===== config.mk =====
export PLATFORM = sky130hd
export DESIGN_NAME = io_controller_flat
export DESIGN_NICKNAME = d
export VERILOG_FILES = /design/src/rtl/io_controller_if.sv /design/src/rtl/io_controller.sv /design/src/flat_wrapper.sv
export SDC_FILE = /design/constraint.sdc
export NUM_CORES = 1
export LEC_CHECK = 0
export ABC_AREA = 0
export CORE_MARGIN = 1.5
export CORE_UTILIZATION = 55
export CTS_BUF_LIST = sky130_fd_sc_hd__clkbuf_4
export DETAILED_ROUTE_END_ITERATION = 12
export MAX_ROUTING_LAYER = met4
export PLACE_DENSITY = 0.83
export SETUP_SLACK_MARGIN = 0.1
export SLEW_MARGIN = 20
export SYNTH_ARGS = -nofsm -noshare
export SYNTH_HDL_FRONTEND = slang
export SYNTH_SLANG_ARGS = --single-unit

===== constraint.sdc =====
create_clock -name Clock -period 4.4 [get_ports Clock]
set_input_delay 0.88 -clock Clock [delete_from_list [all_inputs] [get_ports Clock]]
set_output_delay 0.88 -clock Clock [all_outputs]
set_load 0.005 [all_outputs]

===== src/rtl/io_controller_if.sv =====
// UART-side ready/valid handshakes of the memory-mapped IO controller.
// The master side is the controller; the slave side is the UART.
interface io_controller_if;
   logic [7:0] uart_tx_data;
   logic       uart_tx_valid;
   logic       uart_tx_ready;
   logic [7:0] uart_rx_data;
   logic       uart_rx_valid;
   logic       uart_rx_ready;

   modport master (
      output uart_tx_data, uart_tx_valid, uart_rx_ready,
      input  uart_tx_ready, uart_rx_data, uart_rx_valid
   );

   modport slave (
      input  uart_tx_data, uart_tx_valid, uart_rx_ready,
      output uart_tx_ready, uart_rx_data, uart_rx_valid
   );
endinterface


===== src/rtl/io_controller.sv =====
// Memory-mapped IO block for the pipeline's memory stage.
// It provides a status register, an RX byte FIFO, a single-byte TX port, and cycle and retired-instruction counters.
module io_controller #(
   parameter int RX_DEPTH = 4
) (
   input  logic            Clock,
   input  logic            Reset_n,
   input  logic [31:0]     addr,
   input  logic [3:0]      io_trans,
   input  logic            io_recv,
   input  logic [31:0]     wdata,
   input  logic            haz_ena,
   input  logic            inst_retire,
   output logic [31:0]     io_rdata,
   io_controller_if.master uart
);

   localparam int PW = $clog2(RX_DEPTH);
   localparam int CW = PW + 1;
   localparam logic [CW-1:0] FULL = CW'(RX_DEPTH);

   localparam logic [7:0] OFF_STATUS = 8'h00;
   localparam logic [7:0] OFF_RXDATA = 8'h04;
   localparam logic [7:0] OFF_TXDATA = 8'h08;
   localparam logic [7:0] OFF_CYCLE  = 8'h10;
   localparam logic [7:0] OFF_RETIRE = 8'h14;
   localparam logic [7:0] OFF_CLEAR  = 8'h18;

   typedef enum logic [0:0] {TX_IDLE = 1'b0, TX_SEND = 1'b1} tx_state_e;

   tx_state_e         state_q, state_d;
   logic [7:0]        tx_data_q, tx_data_d;
   logic [31:0]       io_rdata_q, io_rdata_d;
   logic [31:0]       cycle_q, cycle_d;
   logic [31:0]       retired_q, retired_d;
   logic [PW-1:0]     wr_ptr_q, wr_ptr_d;
   logic [PW-1:0]     rd_ptr_q, rd_ptr_d;
   logic [CW-1:0]     count_q, count_d;
   logic [7:0]        rx_mem_q [RX_DEPTH];
   logic [7:0]        rx_mem_d [RX_DEPTH];

   logic       sel_s, load_s, store_s, push_s, pop_s, tx_start_s, clear_s, nonempty_s;
   logic [7:0] off_s;
   logic       unused_bits_s;

   assign unused_bits_s = ^{addr[27:8], wdata[31:8]};

   // Stall (haz_ena low) and out-of-window addresses both suppress every bus side effect.
   always_comb begin
      sel_s      = (addr[31:28] == 4'h8);
      off_s      = addr[7:0];
      load_s     = io_recv & haz_ena & sel_s;
      store_s    = (|io_trans) & haz_ena & sel_s;
      nonempty_s = (count_q != {CW{1'b0}});
      push_s     = uart.uart_rx_valid & (count_q != FULL);
      pop_s      = load_s & (off_s == OFF_RXDATA) & nonempty_s;
      tx_start_s = store_s & (off_s == OFF_TXDATA) & io_trans[0];
      clear_s    = store_s & (off_s == OFF_CLEAR);
   end

   // RX FIFO next state; power-of-two depth lets the pointers wrap by overflow.
   always_comb begin
      rx_mem_d = rx_mem_q;
      wr_ptr_d = wr_ptr_q;
      rd_ptr_d = rd_ptr_q;
      if (push_s) begin
         rx_mem_d[wr_ptr_q] = uart.uart_rx_data;
         wr_ptr_d           = wr_ptr_q + PW'(1);
      end else begin
         wr_ptr_d = wr_ptr_q;
      end
      if (pop_s) begin
         rd_ptr_d = rd_ptr_q + PW'(1);
      end else begin
         rd_ptr_d = rd_ptr_q;
      end
      count_d = count_q + CW'(push_s) - CW'(pop_s);
   end

   // Load data is captured only when a load is accepted and held otherwise.
   always_comb begin
      io_rdata_d = io_rdata_q;
      if (load_s) begin
         case (off_s)
            OFF_STATUS: io_rdata_d = {30'b0, nonempty_s, (state_q == TX_IDLE)};
            OFF_RXDATA: io_rdata_d = nonempty_s ? {24'b0, rx_mem_q[rd_ptr_q]} : 32'h0;
            OFF_CYCLE:  io_rdata_d = cycle_q;
            OFF_RETIRE: io_rdata_d = retired_q;
            default:    io_rdata_d = 32'h0;
         endcase
      end else begin
         io_rdata_d = io_rdata_q;
      end
   end

   // Counter clear takes priority over the increment in the same cycle.
   always_comb begin
      if (clear_s) begin
         cycle_d   = 32'h0;
         retired_d = 32'h0;
      end else begin
         cycle_d   = cycle_q + 32'd1;
         retired_d = retired_q + {31'b0, inst_retire};
      end
   end

   // TX next-state logic; a store arriving while in SEND is dropped.
   always_comb begin
      state_d   = state_q;
      tx_data_d = tx_data_q;
      case (state_q)
         TX_IDLE: begin
            if (tx_start_s) begin
               state_d   = TX_SEND;
               tx_data_d = wdata[7:0];
            end else begin
               state_d = TX_IDLE;
            end
         end
         TX_SEND: begin
            if (uart.uart_tx_ready) begin
               state_d = TX_IDLE;
            end else begin
               state_d = TX_SEND;
            end
         end
         default: state_d = TX_IDLE;
      endcase
   end

   // TX and RX handshake outputs are decoded from flops only.
   always_comb begin
      uart.uart_tx_valid = (state_q == TX_SEND);
      uart.uart_tx_data  = tx_data_q;
      uart.uart_rx_ready = (count_q != FULL);
      io_rdata           = io_rdata_q;
   end

   // All state registers.
   always_ff @(posedge Clock or negedge Reset_n) begin
      if (!Reset_n) begin
         state_q    <= TX_IDLE;
         tx_data_q  <= 8'h0;
         io_rdata_q <= 32'h0;
         cycle_q    <= 32'h0;
         retired_q  <= 32'h0;
         wr_ptr_q   <= {PW{1'b0}};
         rd_ptr_q   <= {PW{1'b0}};
         count_q    <= {CW{1'b0}};
         for (int i = 0; i < RX_DEPTH; i++) begin
            rx_mem_q[i] <= 8'h0;
         end
      end else begin
         state_q    <= state_d;
         tx_data_q  <= tx_data_d;
         io_rdata_q <= io_rdata_d;
         cycle_q    <= cycle_d;
         retired_q  <= retired_d;
         wr_ptr_q   <= wr_ptr_d;
         rd_ptr_q   <= rd_ptr_d;
         count_q    <= count_d;
         for (int i = 0; i < RX_DEPTH; i++) begin
            rx_mem_q[i] <= rx_mem_d[i];
         end
      end
   end

endmodule


===== src/flat_wrapper.sv =====
// flat-port wrapper written by rule: the top's interface ports become plain ports
module io_controller_flat 
#(
   parameter int RX_DEPTH = 4
)
  (Clock, Reset_n, addr, io_trans, io_recv, wdata, haz_ena, inst_retire, io_rdata, uart_uart_tx_data, uart_uart_tx_valid, uart_uart_rx_ready, uart_uart_tx_ready, uart_uart_rx_data, uart_uart_rx_valid);
  io_controller_if uart_i ();
  input  logic Clock;
  input  logic Reset_n;
  input  logic [31:0] addr;
  input  logic [3:0] io_trans;
  input  logic io_recv;
  input  logic [31:0] wdata;
  input  logic haz_ena;
  input  logic inst_retire;
  output logic [31:0] io_rdata;
  output wire logic [$bits(uart_i.uart_tx_data)-1:0] uart_uart_tx_data;
  output wire logic [$bits(uart_i.uart_tx_valid)-1:0] uart_uart_tx_valid;
  output wire logic [$bits(uart_i.uart_rx_ready)-1:0] uart_uart_rx_ready;
  input wire logic [$bits(uart_i.uart_tx_ready)-1:0] uart_uart_tx_ready;
  input wire logic [$bits(uart_i.uart_rx_data)-1:0] uart_uart_rx_data;
  input wire logic [$bits(uart_i.uart_rx_valid)-1:0] uart_uart_rx_valid;
  assign uart_uart_tx_data = uart_i.uart_tx_data;
  assign uart_uart_tx_valid = uart_i.uart_tx_valid;
  assign uart_uart_rx_ready = uart_i.uart_rx_ready;
  assign uart_i.uart_tx_ready = uart_uart_tx_ready;
  assign uart_i.uart_rx_data = uart_uart_rx_data;
  assign uart_i.uart_rx_valid = uart_uart_rx_valid;
  io_controller #(.RX_DEPTH(RX_DEPTH)) u_core (.Clock(Clock), .Reset_n(Reset_n), .addr(addr), .io_trans(io_trans), .io_recv(io_recv), .wdata(wdata), .haz_ena(haz_ena), .inst_retire(inst_retire), .io_rdata(io_rdata), .uart(uart_i));
endmodule

Word-level counts from Yosys, hierarchy flattened
Cells that the tools add are included.
{ "totals": {"ff_bits": 144, "inputBits": 83, "word_cells": 59} }
{ "op_classes": {"addsub": 6, "magnitude_cmp": 3, "eq_ne": 7, "muxes": 13, "bitwise": 13, "n_reduce_logical": 5} }
{ "op_table": {"columns": ["operator", "n"], "rows": [
  ["$pmux W32 S4", 1],
  ["$mux W32", 2],
  ["$add A32 B1 Y32", 1],
  ["$add A32 B1 Y32 const B", 1],
  ["$bwmux W32", 1],
  ["$mux W8", 4],
  ["$eq A8 B5 Y1 const B", 3],
  ["$bmux W8 S2", 1],
  ["$demux W8 S2", 1],
  ["$and A1 B1 Y1", 10],
  ["$eq A8 B3 Y1 const B", 1],
  ["$eq A8 B4 Y1 const B", 1],
  ["$logic_not A8 Y1", 1],
  ["$ge A3 B3 Y1 const B", 2],
  ["$not A2 Y3", 2],
  ["$add A2 B1 Y2 const B", 2],
  ["$eq A4 B4 Y1 const B", 1],
  ["$reduce_or A4 Y1", 1],
  ["$add A3 B1 Y3", 1],
  ["$lt A3 B1 Y1 const B", 1],
  ["$ne A3 B3 Y1 const B", 1],
  ["$reduce_bool A3 Y1", 1],
  ["$sub A3 B1 Y3", 1],
  ["$mux W1", 2],
  ["4 further kinds", 4]
]} }

Logic depth before layout (Yosys ltp)
Gate-level depths: netlist (run 1).
{ "depth": {"word_depth": 7, "depth_mapped": 9} }

Least setup slack after synthesis (run 1)
Ideal clock, no wire load.
{ "synth_timing": {"path_type": "input-to-reg", "start": "input addr[7]", "end": "register u_core.count_q[2]", "setup_ns": 0.123, "arrival_time_ns": 3.025, "t_required_ns": 4.277, "slack_ns": 1.252, "path_stages": 9, "path_cell_list": "nor4_1 -> or3b_2 -> clkbuf_1 -> nor3_1 -> ha_1 -> inv_1 -> ha_1 -> fa_1 -> xnor2_1"} }
{ "synth_via": {"elab_chain_len": 4} }
{ "synth_lines": {"columns": ["item", "line_no", "source"], "rows": [
  ["from (decl)", "flat_wrapper.sv:10", "input logic [31:0] addr;"],
  ["$eq A8 B3 Y1", "io_controller.sv:56", "pop_s = load_s & (off_s == OFF_RXDATA) & nonempty_s;"],
  ["$and A1 B1 Y1 (2 in a row)", "io_controller.sv:56", null],
  ["net u_core.pop_s", "io_controller.sv:42", "logic sel_s, load_s, store_s, push_s, pop_s, tx_start_s, clear_s, nonempty_s;"],
  ["$sub A3 B1 Y3", "io_controller.sv:77", "count_d = count_q + CW'(push_s) - CW'(pop_s);"],
  ["net u_core.count_d[2]", "io_controller.sv:38", "logic [CW-1:0] count_q, count_d;"],
  ["to (signal assigned)", "io_controller.sv:149", "count_q <= {CW{1'b0}};"],
  ["to (signal assigned)", "io_controller.sv:161", "count_q <= count_d;"],
  ["to (decl)", "io_controller.sv:38", null]
]} }
The timed path passes the listed nets, and every way through them passes these cells.
A chain may end at the register's enable or synchronous reset.

Worst setup path after layout (run 1)
{ "layout_timing": {"start": "input addr[6]", "end": "register u_core.count_q[2]"} }
Same word-level chain as after synthesis.

==> metrics, run 1 <==
Sw Share 28.24%; antenna fix cells 0; final wirelength 15,750 µm; clk buf depth 2; post-route ant nets 0; postcts setup bufs 0; Critical Path RT just under 5000 ps; # setup viols final 0; Setup crit end kind flop; Filler cells 972; Synth Area in XOR/XNOR 3.613%; cts hold-fix bufs 0; DP Cell Count around 860; Clock Tree Root clkbuf_4; total negative slack 0 ps; fin cells roughly 890; Worst VDD drop approximately 0.35 mV; DRC Markers 0; Yosys warnings 0; top-count cell post-synth dfrtp_1; clock transition at the registers of the reported paths roughly 120 ps; syn_nets ~730; total CTS buffers 17; Post-Synth Simple-Gate Area 16.82%; post-cts resize count 0; RePlAce Congestion 0.8034; via count between 5,000 and 6,000; Comb pwr share between 10% and 20%; Avg Cell Area, Syn roughly 11 µm²; largest net degree at the start of global routing 95; num rows ~40; Max Fclk 307.6 MHz; antenna violations before repair 0; number of synthesized flops with an enable pin 0; Fin. Hold Viols 0; RSZ-0062 raised after global routing false; final worst-path cycle share 73.88%; WL/cell ~18 µm; post-route minimum period ~3300 ps; Die X-Extent about 120 µm; layout cells sized above 1 around 14%; Initial Util about 56%; Ports between 100 and 150; Synth Area in Compound Gates 9.539%; main combinational cell family by area after synthesis simple AND/OR/NAND/NOR gates; crit path DAT roughly 3700 ps; vias in the first global route roughly 5,400; mux share of post-synthesis cell area between 10% and 20%; drt via density 6.068; Max Clock Skew ~14 ps; CTS tree built; startpoint types input pin; ranking of synthesized cells by area dfrtp_1 51%, mux2_2 7.7%, mux2i_1 3.7%; die height 116.1 µm; full die area ~13,000 µm²; sequential-to-total area share from yosys stat about half; Yosys top cell area share 51.25%; ys async rst share 100.0%; fraction of the mapped netlist area in adder cells about 1.9%; GRT Total Usage about a quarter; Seq pwr share 52.3%; overall power consumption roughly 3.3 mW; Area Overhead vs Synth 17.46%; measured slew at the worst slew-check pin around 1000 ps; status finished clean; remaining global-route overflow 0; Clock power frac roughly 28%; critical path class input pin to flop; H-tree level count 4; Unique masters post-synth 43; Placeable Area 12,570 µm²; PortBufs 80; commonest cells in the netlist 144 x dfrtp_1, 54 x nand2_1, 48 x mux2_2; Util after Layout between 60% and 70%; CP max FO 11; Power Density about 400 nW/µm²; leakage 3.390 nW; Max Transition Viols Final 0; cell taking the most area after synthesis dfrtp_1; # Max-Cap Violations 0; Synth Register Bits approximately 140; TritonCTS Sinks ~140; P_sw 943.9 µW; Primary FF master, synth dfrtp_1; Hold Path Class input pin to asynchronous set/reset pin; relative slew slack 29.74%; Netlist Area Pre-Place 7030 µm²; Nets 802; P_int around 2.4 mW; Syn Inst Count roughly 640; Initial DRC Count 393; DP HPWL between 10,000 and 15,000 µm; R2R Setup Slk ~1800 ps; Detailed Routing Iterations Pass 1 5; first-pass GRT wire length 26,280 µm; Worst-Skew Late Latency 550 ps
-- layout by cell type, fill, tap and decap left out, drive strengths merged, types with 4 or more instances in the layout --
cell type / synthesis / layout
nand2: 54 / 54
xnor2: 17 / 17
nand3: 20 / 20
mux4: 8 / 8
nor2b: 5 / 5
or3: 13 / 13
clkinv: 0 / 8
o21ai: 37 / 37
and4: 7 / 7
mux2: 48 / 48
clkdlybuf4s50: 0 / 78
buf: 3 / 7
nor4b: 7 / 7
nand4: 18 / 18
or4: 27 / 27
a221o: 6 / 6
nor2: 30 / 30
inv: 18 / 18
clkbuf: 30 / 19
xor2: 12 / 12
a21oi: 34 / 34
mux2i: 26 / 26
dfrtp: 144 / 144
bufinv: 0 / 4
nor4: 8 / 8
nor3: 11 / 11
o31ai: 22 / 22
ha: 9 / 9
-- worst max-delay path, stage by stage --
cell and delay, ps:
clkdlybuf4s50_1 410, nor4_1 420, or3b_2 630, nor3_1 390, ha_1 210, inv_1 40
ha_1 190, fa_1 380, xnor2_1 170
-- routing by layer --
layer	vias up	wire [µm]	GRT usage, %
met5	-	0	-
met4	0	350	10.33
met3	32	783	4.916
met2	197	7712	41.76
met1	2698	6904	33.51
li1	2498	-	-
-- logic make-up (layout without fill, tap and decap cells) --
group | after synthesis | in the layout
fa+ha+maj | 10 | 10
compound gates | 110 | 110
buf+inv | 51 | 135
xor+xnor | 29 | 29
simple gates | 212 | 212
mux | 82 | 82
flops | 144 | 144
-- stage by stage --
step	worst slack, ps	instance area, µm²	hold slack [ps]
floorplan	1252	7030	471.9
global placement	753.6	7946	462.0
detailed placement	628.0	7946	468.8
CTS	1200	8258	401.7
global route	1036	8258	434.3
finish	1149	8258	408.8
-- final cells by class --
| type | count | area (µm²) | area share (%) |
|---|---|---|---|
| Clock buffer | 19 | 142.6 | 1.727 |
| Clock inverter | 13 | 168.9 | 2.045 |
| Inverter | 18 | 67.56 | 0.8182 |
| Multi-Input combinational cell | 443 | 3226 | 39.06 |
| Sequential cell | 144 | 3603 | 43.64 |
| Tap cell | 172 | 215.2 | 2.606 |
| Timing Repair Buffer | 85 | 834.6 | 10.11 |
-- state kept, by name, summed over array words and instances, names as in the netlist --
name / count
u_core.rd_ptr_q: 2
u_core.cycle_q: 32
u_core.uart.uart_tx_valid: 1
u_core.wr_ptr_q: 2
u_core.uart.uart_tx_data: 8
u_core.retired_q: 32
u_core.rx_mem_q: 32
u_core.io_rdata: 32
u_core.count_q: 3
-- final timing paths --
path                                        to                start  depth (start not counted)
min in group Clock         u_core.io_rdata[23]  u_core.io_rdata[23]                          2
max                          u_core.count_q[2]              addr[6]                          9
max reg2reg                  u_core.count_q[2]    u_core.count_q[1]                          8
max in group asynchronous  u_core.retired_q[2]              Reset_n                          2
min reg2reg                u_core.io_rdata[23]  u_core.io_rdata[23]                          2
min                         u_core.cycle_q[24]              Reset_n                          1
-- power groups by stage --
stage / sequential, mW / clock (mW) / combinational, mW
after floorplan: 1.71 / 0 / 0.491
after global placement: 1.75 / 0 / 0.627
after detailed placement: 1.77 / 0 / 0.666
after CTS: 1.75 / 0.938 / 0.672
after global routing: 1.78 / 0.997 / 0.739
final: 1.75 / 0.927 / 0.666
Power figures use the tool's default switching activity.
==> run 2: changes to the inputs <==
Settings changed: CORE_UTILIZATION 55 to 49, PLACE_DENSITY 0.83 to 0.78.
Clock period 4.4 ns to 2.7 ns, I/O delays scaled along.
==> run 2 against run 1 <==
  * First-iteration DRC count shrank 3.6%
  * Via count shrank 0.24%
  * Register-to-register slack lost 1300 ps
  * Wire length is essentially flat
  * Largest power group unchanged
  * Sequential power grew 63%
==> metrics, run 2 (synthesis results as in run 1) <==
status finished clean; DP Cell Count 890; CP max FO 2; Util after Layout 61.33%; layout cells sized above 1 16.85%; RePlAce Congestion approximately 0.84; Worst VDD drop about 0.56 mV; Nets slightly above 800; most frequent cells in the layout 144 x dfrtp_1, 78 x clkdlybuf4s50_1, 54 x nand2_1; final worst-path cycle share between 80% and 90%; H-tree level count 4; # setup viols final 0; drt via density about 6; postcts setup bufs 0; P_int 4.102 mW; cts hold-fix bufs 0; critical path class input pin to flop; via count approximately 5,400; antenna violations before repair 0; crit path DAT around 2800 ps; Initial Util about half; TritonCTS Sinks 144; clk buf depth 2; Detailed Routing Iterations Pass 1 4; vias in the first global route ~5,500; Hold Path Class input pin to asynchronous set/reset pin; Worst-Skew Late Latency 560 ps; Area Overhead vs Synth 21.55%; fin cells a little over 900; final wirelength 15,750 µm; full die area 15,070 µm²; worst setup margin between 300 and 400 ps; post-route minimum period between 2000 and 2500 ps; Max Clock Skew about 19 ps; WL/cell roughly 17 µm; Placement Setup Slack -232.5 ps; Critical Path RT 3130 ps; Seq pwr share slightly above 50%; Max Transition Viols Final 0; post-route ant nets 0; startpoint types input pin; first-pass GRT wire length ~27,000 µm; Setup crit end kind flop; GRT Total Usage 23.63%; die height 122.8 µm; antenna fix cells 0; Filler cells around 1,100; Initial DRC Count approximately 380; relative slew slack a little over two fifths; total negative slack 0 ps; remaining global-route overflow 0; largest net degree at the start of global routing 93; leakage ~3.5 nW; Fin. Hold Viols 0; Comb pwr share approximately a fifth; num rows 43; CTS tree built; Die X-Extent ~120 µm; RSZ-0062 raised after global routing false; PortBufs 80; commonest non-fill, non-tap cell in the layout dfrtp_1; Ports ~130; Sw Share 27.65%; DRC Markers 0; post-cts resize count 0; measured slew at the worst slew-check pin ~860 ps; Clock power frac ~30%; Clock Tree Root clkbuf_4; clock transition at the registers of the reported paths around 130 ps; DP HPWL 11,120 µm; # Max-Cap Violations 0; total CTS buffers 17; Placeable Area ~14,000 µm²; Power Density about 660 nW/µm²; P_sw approximately 1.6 mW; Max Fclk between 400 and 500 MHz
==> run 2: worst paths after layout <==
kind                                     startpoint             endpoint  slack, ps  cells after the start
min in group Clock              u_core.io_rdata[25]  u_core.io_rdata[25]        490                      2
worst max register to register    u_core.count_q[1]    u_core.count_q[1]        460                      7
max in group asynchronous                   Reset_n  u_core.rx_mem_q[25]       1890                      2
worst min register to register  u_core.io_rdata[25]  u_core.io_rdata[25]        490                      2
worst min-delay path                        Reset_n   u_core.cycle_q[20]         40                      1
worst max-delay path                        addr[7]    u_core.count_q[1]        350                      8
==> run 2: layer usage <==
metal / GRT usage [%] / part of all wire [%] / wire (µm) / up-vias
met5: - / 0 / 0 / -
met2: 37.78 / 50 / 7943 / 165
met4: 8.866 / 1.8 / 290 / 0
met1: 29.80 / 43 / 6824 / 2680
li1: - / - / - / 2541
met3: 4.740 / 4.4 / 694 / 26
==> run 2: metrics by stage <==
stage	total power [mW]	hold WS (ps)	cell area (µm²)
2_1_floorplan	3.596	244.4	7071
4_1_cts	5.706	62.73	8546
6_report	5.670	44.40	8546
3_5_place_dp	4.015	469.9	8178
5_1_grt	5.967	80.14	8546
3_3_place_gp	3.899	463.2	8178
==> run 2: layout make-up <==
| class | count | area, µm² | share of cell area [%] |
|---|---|---|---|
| clock buffers | 17 | 127.6 | 1.493 |
| clock inverters | 15 | 240.2 | 2.811 |
| inverters | 18 | 67.56 | 0.7906 |
| multi-input cells | 443 | 3259 | 38.14 |
| flip-flops and latches | 144 | 3603 | 42.17 |
| well taps | 180 | 225.2 | 2.635 |
| repair buffers | 105 | 1022 | 11.96 |
==> run 2: power groups by stage <==
stage               registers, mW  clock network [mW]  logic [mW]
floorplan                    2.79                   0       0.802
global placement             2.85                   0        1.05
detailed placement           2.90                   0        1.12
CTS                          2.86                1.73        1.12
global route                 2.91                1.83        1.23
finish                       2.86                1.70        1.10
==> run 2: worst max-delay path, stage by stage <==
cell,delay [ps]
clkdlybuf4s50_1,440
nor4_4,280
or3b_4,430
nor3_4,190
ha_1,250
inv_1,60
ha_1,160
fa_1,420
==> run 3: changes to the inputs <==
Settings changed: PLACE_DENSITY 0.78 to 0.85.
==> run 3 against run 2 <==
  * Register-to-register slack hardly changed
  * Non-clock buffer count is 3 higher
  * Worst hold slack better by 440 ps
  * First-iteration DRC count is 8.2% higher
  * Fmax is 1.0% higher
  * Critical path depth is 1 lower
  * Setup slack better by 24 ps
  * Die area stayed put
  * Sequential power hardly changed
  * Clock skew is 1.7 ps lower
  * Sequential cell count stayed put
  * Critical endpoint is now u_core.retired_q[24]
  * Largest power group unchanged
  * Highest routed layer unchanged
==> metrics, run 3 (synthesis results as in run 1) <==
status finished clean; drt via density ~6; RePlAce Congestion 0.8751; total negative slack 0 ps; final worst-path cycle share between 80 and 90%; Worst VDD drop between 0.5 and 0.6 mV; overall power consumption 5.463 mW; Max Clock Skew about 17 ps; crit path DAT between 2000 and 3000 ps; layout cells sized above 1 around 17%; measured slew at the worst slew-check pin about 730 ps; clk buf depth 2; crit path from inst_retire; via count ~5,500; reg2reg start u_core.count_q[1]; # setup viols final 0; fin cells ~920; DP Cell Count about 890; Power Density about 640 nW/µm²; Nets a little over 800; Ports between 100 and 150; Die X-Extent around 120 µm; Initial Util about 50%; worst hold path startpoint u_core.io_rdata[19]; antenna violations before repair 0; most frequent cells in the layout 144 x dfrtp_1, 78 x clkdlybuf4s50_1, 54 x nand2_1; Setup crit end kind flop; total CTS buffers 17; Detailed Routing Iterations Pass 1 5; R2R Setup Slk ~470 ps; post-route ant nets 0; WL/cell 17.72 µm; Fin. Hold Viols 0; Placeable Area about 14,000 µm²; Top Layer Used met4; Clock Tree Root clkbuf_4; Hold Slack about 490 ps; critical path class input pin to flop; vias in the first global route 5,499; clock transition at the registers of the reported paths between 100 and 150 ps; Critical Path RT about 3200 ps; met1 wire length about 7100 µm; post-route minimum period about 2300 ps; num rows 43; first-pass GRT wire length about 27,000 µm; leakage 3.500 nW; post-cts resize count 0; cts hold-fix bufs 1; largest net degree at the start of global routing 81; met3 WL a little under 1000 µm; antenna fix cells 0; Worst-Skew Late Latency between 500 and 600 ps; metal2 WL about 8000 µm; DRC Markers 0; remaining global-route overflow 0; H-tree level count 4; relative slew slack around half; Initial DRC Count 410; postcts setup bufs 0; DP HPWL 11,500 µm; Max Fclk 430.8 MHz; Hold Path Class flop to flop; full die area 15,070 µm²; GRT Total Usage 24.08%; CP max FO 11; final wirelength around 16,000 µm; Util after Layout 60.83%; PortBufs 80; # Max-Cap Violations 0; TritonCTS Sinks about 140; die height 122.8 µm; CTS tree built; commonest non-fill, non-tap cell in the layout dfrtp_1; startpoint types input pin; Max Transition Viols Final 0; RSZ-0062 raised after global routing false; Area Overhead vs Synth 20.57%
==> run 3: changes by cell type in the layout (fill, tap and decap cells not counted), sizes merged <==
cell         previous run  this run
buf                    27        29
bufinv                  6         4
clkbuf                 17        18
clkinv                  4         5
clkinvlp                4         3
dlygate4sd3             0         1
inv                    19        18
==> run 3: final cells by class <==
class,count,area (µm²)
Tap cell,180,225.2
Timing Repair Buffer,108,1022
Inverter,18,67.56
Clock buffer,18,135.1
Sequential cell,144,3603
Fill cell,1096,5458
Multi-Input combinational cell,443,3254
Clock inverter,12,168.9
==> run 3: metal layers <==
metal	vias to the layer above	global-route usage, %
met5	-	-
met4	0	8.285
met3	30	6.599
met2	211	38.37
met1	2738	29.67
li1	2543	-
==> run 3: report_power, final <==
group	switching [mW]	total (mW)	internal, mW
Sequential	0.322	2.86	2.54
Clock	0.768	1.49	0.725
Combinational	0.456	1.11	0.652
==> run 3: worst max-delay path, cell delays in order <==
cell             delay [ps]
clkdlybuf4s50_1         510
ha_1                    190
ha_1                    170
nand4_1                 140
or3_1                   580
or4_1                   510
a21oi_1                 170
==> run 3: path summary, 6_finish.rpt <==
path | to | cells past startpoint
worst max register to register | u_core.count_q[1] | 7
worst min register to register | u_core.io_rdata[19] | 2
max in group asynchronous | u_core.rx_mem_q[1] | 3
min in group asynchronous | u_core.cycle_q[24] | 2
worst max-delay path | u_core.retired_q[24] | 7
worst min-delay path | u_core.io_rdata[19] | 2
==> run 3: metrics by stage <==
| step | cell area (µm²) | worst slack [ps] |
|---|---|---|
| after CTS | 8477 | 408.3 |
| final | 8477 | 378.6 |
| after detailed placement | 8163 | -222.5 |
| after global routing | 8477 | 270.2 |
| after floorplan | 7071 | 123.8 |
| after global placement | 8163 | -178.5 |
